===== src/rtl/idrr_pipe_reg.sv =====
// ID->RR pipeline register: two-entry skid buffer with fully registered in_ready,
// flush for redirects, and a saturating downstream-stall counter.
module idrr_pipe_reg #(
    parameter int DATA_W = 64,
    parameter int CTRL_W = 10,
    parameter int CNT_W  = 16
) (
    input  logic              clk,
    input  logic              rst,
    input  logic              in_valid,
    output logic              in_ready,
    input  logic [DATA_W-1:0] in_data,
    input  logic [CTRL_W-1:0] in_ctrl,
    output logic              out_valid,
    input  logic              out_ready,
    output logic [DATA_W-1:0] out_data,
    output logic [CTRL_W-1:0] out_ctrl,
    input  logic              flush,
    input  logic              cnt_clr,
    output logic [CNT_W-1:0]  stall_cnt
);

    logic              main_valid_q, main_valid_d;
    logic [DATA_W-1:0] main_data_q,  main_data_d;
    logic [CTRL_W-1:0] main_ctrl_q,  main_ctrl_d;
    logic              skid_valid_q, skid_valid_d;
    logic [DATA_W-1:0] skid_data_q,  skid_data_d;
    logic [CTRL_W-1:0] skid_ctrl_q,  skid_ctrl_d;
    logic [CNT_W-1:0]  stall_cnt_q,  stall_cnt_d;

    logic in_xfer;
    logic out_xfer;

    assign in_xfer  = in_valid && !skid_valid_q;
    assign out_xfer = main_valid_q && out_ready;

    always_comb begin
        main_valid_d = main_valid_q;
        main_data_d  = main_data_q;
        main_ctrl_d  = main_ctrl_q;
        skid_valid_d = skid_valid_q;
        skid_data_d  = skid_data_q;
        skid_ctrl_d  = skid_ctrl_q;

        if (flush) begin
            main_valid_d = 1'b0;
            skid_valid_d = 1'b0;
        end else if (skid_valid_q) begin
            // in_ready is low here, so only the drain of the skid entry can happen
            if (out_xfer) begin
                main_valid_d = 1'b1;
                main_data_d  = skid_data_q;
                main_ctrl_d  = skid_ctrl_q;
                skid_valid_d = 1'b0;
            end
        end else if (main_valid_q && !out_xfer) begin
            if (in_xfer) begin
                skid_valid_d = 1'b1;
                skid_data_d  = in_data;
                skid_ctrl_d  = in_ctrl;
            end
        end else begin
            main_valid_d = in_xfer;
            if (in_xfer) begin
                main_data_d = in_data;
                main_ctrl_d = in_ctrl;
            end
        end
    end

    always_comb begin
        stall_cnt_d = stall_cnt_q;
        if (cnt_clr) begin
            stall_cnt_d = '0;
        end else if (main_valid_q && !out_ready && (stall_cnt_q != {CNT_W{1'b1}})) begin
            stall_cnt_d = stall_cnt_q + 1'b1;
        end
    end

    always_ff @(posedge clk) begin
        if (rst) begin
            main_valid_q <= 1'b0;
            main_data_q  <= '0;
            main_ctrl_q  <= '0;
            skid_valid_q <= 1'b0;
            skid_data_q  <= '0;
            skid_ctrl_q  <= '0;
            stall_cnt_q  <= '0;
        end else begin
            main_valid_q <= main_valid_d;
            main_data_q  <= main_data_d;
            main_ctrl_q  <= main_ctrl_d;
            skid_valid_q <= skid_valid_d;
            skid_data_q  <= skid_data_d;
            skid_ctrl_q  <= skid_ctrl_d;
            stall_cnt_q  <= stall_cnt_d;
        end
    end

    assign in_ready  = !skid_valid_q;
    assign out_valid = main_valid_q;
    assign out_data  = main_data_q;
    // bubbles must never carry RegWrite/MemWrite/Jump downstream
    assign out_ctrl  = main_valid_q ? main_ctrl_q : '0;
    assign stall_cnt = stall_cnt_q;

endmodule


===== config.mk =====
export PLATFORM = sky130hd
export DESIGN_NAME = idrr_pipe_reg
export DESIGN_NICKNAME = d
export VERILOG_FILES = /design/src/rtl/idrr_pipe_reg.sv
export SDC_FILE = /design/constraint.sdc
export NUM_CORES = 1
export LEC_CHECK = 0
export BUFFER_PORTS_ARGS = -buffer_cell sky130_fd_sc_hd__buf_2
export CAP_MARGIN = 20
export CORE_MARGIN = 4
export CORE_UTILIZATION = 53
export CTS_CLUSTER_SIZE = 20
export DETAILED_ROUTE_END_ITERATION = 16
export GPL_TIMING_DRIVEN = 0
export PLACE_DENSITY_LB_ADDON = 0.25
export REMOVE_ABC_BUFFERS = 1
export SETUP_SLACK_MARGIN = 0.1
export SLEW_MARGIN = 20
export SYNTH_ARGS = -nofsm -noshare
export SYNTH_HDL_FRONTEND = slang
export SYNTH_SLANG_ARGS = --single-unit

===== constraint.sdc =====
create_clock -name clk -period 1.9 [get_ports clk]
set_input_delay 0.19 -clock clk [delete_from_list [all_inputs] [get_ports clk]]
set_output_delay 0.19 -clock clk [all_outputs]
set_load 0.05 [all_outputs]

==> summary.md <==
| Metric | Value |
|---|---|
| Share of post-route cells with drive strength above 1 | 28.3% |
| Area of the multi-input gates | 3250 um^2 |
| CTS sink cnt | 166 |
| Number of endpoints failing setup at the final stage | 0 |
| Net switching fraction of the power | 25.8% |
| Power per Cell Area | 914 nW/um^2 |
| Combinational Power Share | 13.1% |
| Detail Route met2 WL | 8.83 mm |
| Largest net degree at the start of global routing | 90 |
| Final worst path period need | roughly 1.7 ns |
| Hpwl dp | 10.9 mm |
| Sum of internal, switching and leakage power | 8.18 mW |
| CTS H-Tree Depth | 4 |
| Hold violation count in the final report | 0 |
| Count of placed standard cells in the final layout, fillers left out | 1146 |
| Layout Skew | 0.00847 ns |
| Routed length on met1 | 7.55 mm |
| Switch Pwr | 2.11 mW |
| Number of remaining DRC errors | 0 |
| GRT Total Usage | 23.8% |
| Type of the worst setup path | reg2reg |
| Count of flip-flops with a built-in enable after synthesis | 0 |
| Mapped Area | 6750 um^2 |
| Relative contribution of the clock network to total power | between 40% and 50% |
| Port buffer count | 171 |
| Main synth FF type | sky130_fd_sc_hd__dfxtp_1 |
| Post-route fraction of the period consumed by the critical path | 92.1% |
| Critical Path RT | about 2.2 ns |
| Root buf cell | sky130_fd_sc_hd__clkbuf_16 |
| Arrival @ worst endpoint | about 2.1 ns |
| RSZ-0062 raised after global routing | false |
| Vias after detailed routing | 6210 |
| Mean instance size in the synthesized netlist | 8.68 um^2 |
| Die boundary height | 121 um |
| Count of max-cap constraint violations | 0 |
| Maximum clock rate | 572 MHz |
| Via count of the first global-routing pass | 5533 |
| Length of the first detailed-routing pass in iterations | 6 |
| Average routed wire per standard cell | 15.7 um |
| Residual antenna-violating net count after detailed routing | 0 |
| DR vias/cell | 5.42 |
| Net count of the finished layout | 1046 |
| Core area | 12300 um^2 |
| Overflow left after global routing | 0 |
| Startpoint Class | flip-flop |
| Worst-margin pin slew | 0.528 ns |
| Sequential fraction of the synthesis area | 49.2% |
| Number of distinct library cells after synthesis | 41 |
| Internal power consumption | 6.07 mW |
| Worst slew margin relative to its limit | 64.8% |
| Total CTS buffers | 17 |
| Effective utilization at floorplan | 55.1% |
| Layout area overhead | 32.6% |
| Antenna diode count | 0 |
| Worst-skew pair later-pin latency | 0.42 ns |
| Sequential share of power | ~45% |
| Worst Setup End Kind | flip-flop |
| First DRT Iteration DRCs | between 400 and 500 |
| Reg clk slew, reported paths | 0.06 ns |
| Die width | 121 um |
| P_leak | 3.41 nW |
| Buffers from clock root to sink, at most | 2 |
| Warning count from the yosys run | 0 |
| Final setup slack of the worst path | between 0.15 and 0.2 ns |
| Core Rows | 40 |
| Worst setup slack after placement | -0.724 ns |
| Initial antenna violation count | 0 |
| Filler cells | 964 |
| Final max-slew violation count | 0 |
| Number of placed cells counting well taps | roughly 1100 |
| Die area | 14600 um^2 |
| Sequential cell area | 3340 um^2 |
| Final Wtd Congestion | between 0.8 and 0.9 |
| Length of routed met3 wiring | 1.38 mm |
| Ys async rst share | 0% |
| Cells after Synth | between 700 and 800 |
| Max VDD drop | 0.644 mV |
| Outcome | completed |
| TritonCTS clock tree | yes |
| Uppermost layer routed | met4 |
| Internal reg-to-reg setup slack | 0.15 ns |
| Final wirelength | 18.0 mm |
| First-pass GRT wire length | 27.9 mm |
| Total Neg Setup Slack | 0 ns |
| Type of the most critical hold path | in2reg |
| Critical path peak fanout | 11 |
| Boundary Pins | 172 |
| #FFs+latches synth | 166 |
-- critical path: stages, from the launching register on --
cell                       delay (ns)
sky130_fd_sc_hd__dfxtp_4         0.37
sky130_fd_sc_hd__nor2b_2         0.20
sky130_fd_sc_hd__a211oi_4        0.25
sky130_fd_sc_hd__buf_6           0.17
sky130_fd_sc_hd__buf_12          0.14
sky130_fd_sc_hd__buf_12          0.14
sky130_fd_sc_hd__buf_12          0.13
sky130_fd_sc_hd__nor2_1          0.05
sky130_fd_sc_hd__a211oi_2        0.20
-- final cells by class --
cell class              instances  area share [%]
well taps                     168            2.35
clock inverters                 6            1.01
repair buffers                230            17.2
multi-input cells             545            36.3
flip-flops and latches        166            37.3
clock buffers                  26            5.69
inverters                       5           0.210
-- flip-flops by register name (all words and copies together) (netlist names) --
register / cells
out_data: 64
skid_data_q: 64
stall_cnt: 16
main_ctrl_q: 10
skid_ctrl_q: 10
out_valid: 1
skid_valid_q: 1
-- what timing repair did --
item,CTS,global route
resized for setup,17,19
pin swaps,4,3
endpoints found under the hold margin,8,1
gates cloned,1,1
hold buffers,8,1
setup endpoints to repair,160,52
buffers inserted,12,19
-- power by group through the flow --
stage               logic, mW  clock network (mW)  registers, mW
finish                   1.07                3.44           3.67
global route             1.15                3.67           3.68
CTS                      1.01                3.50           3.67
detailed placement      0.964                   0           3.75
global placement        0.957                   0           3.75
floorplan               0.299                   0           4.08
-- per-stage QoR --
stage          utilization (%)  instance area, um^2  hold slack, ns
6_report                  73.0                 8950          0.0111
5_1_grt                   73.0                 8950         0.00147
4_1_cts                   70.8                 8680       0.0000197
3_5_place_dp              63.7                 7800           0.446
3_3_place_gp              61.4                 7530           0.430
2_1_floorplan                -                 6460           0.259
-- worst paths after layout --
kind                                       from         endpoint  depth (start not counted)
worst max-delay path                  out_valid     out_data[28]                          8
worst min-delay path                in_data[37]  skid_data_q[37]                          3
worst max register to register        out_valid     out_data[28]                          8
worst min register to register  skid_data_q[53]  skid_data_q[53]                          2
-- Yosys cell counts, drive strengths merged, types with 2 or more instances --
| cell | number | area, um^2 |
|---|---|---|
| a211oi | 77 | 583 |
| a21oi | 86 | 430 |
| and2 | 10 | 62.6 |
| and3 | 2 | 12.5 |
| and4 | 2 | 17.5 |
| buf | 35 | 186 |
| clkbuf | 28 | 105 |
| dfxtp | 166 | 3320 |
| inv | 5 | 18.8 |
| mux2i | 75 | 751 |
| nand2 | 156 | 586 |
| nand2b | 2 | 20.0 |
| nand3 | 4 | 20.0 |
| nand4 | 7 | 43.8 |
| nor2 | 78 | 293 |
| nor3 | 7 | 35.0 |
| nor4 | 2 | 12.5 |
| o21ai | 8 | 40.0 |
| o31ai | 2 | 15.0 |
| or2 | 2 | 12.5 |
| or3 | 11 | 73.8 |
-- cell usage in the layout (no fill, tap or decap), types with 9 or more instances in the layout --
| cell type | n |
|---|---|
| sky130_fd_sc_hd__buf_4 | 30 |
| sky130_fd_sc_hd__mux2i_1 | 75 |
| sky130_fd_sc_hd__a21oi_1 | 85 |
| sky130_fd_sc_hd__buf_2 | 170 |
| sky130_fd_sc_hd__buf_12 | 9 |
| sky130_fd_sc_hd__clkbuf_16 | 18 |
| sky130_fd_sc_hd__and2_1 | 10 |
| sky130_fd_sc_hd__dfxtp_1 | 162 |
| sky130_fd_sc_hd__a211oi_1 | 69 |
| sky130_fd_sc_hd__dlygate4sd3_1 | 9 |
| sky130_fd_sc_hd__nor2_1 | 78 |
| sky130_fd_sc_hd__nand2_1 | 156 |
-- cell families (layout without fill, tap and decap cells) --
logic type	after synthesis	after routing	share of synthesized area [%]
buffers and inverters	68	267	4.60
adders and majority gates	1	1	0.185
DFF	166	166	49.2
muxes	75	75	11.1
and+or+nand+nor	287	288	18.1
AOI/OAI and AO/OA	181	181	16.8
-- routing by layer --
layer  vias to the layer above  global-route usage, %
li1                       3096                      -
met1                      2869                   29.9
met2                       222                   38.9
met3                        23                   7.79
met4                         0                   7.72
met5                         -                      0
(Power assumes the default switching activity.)
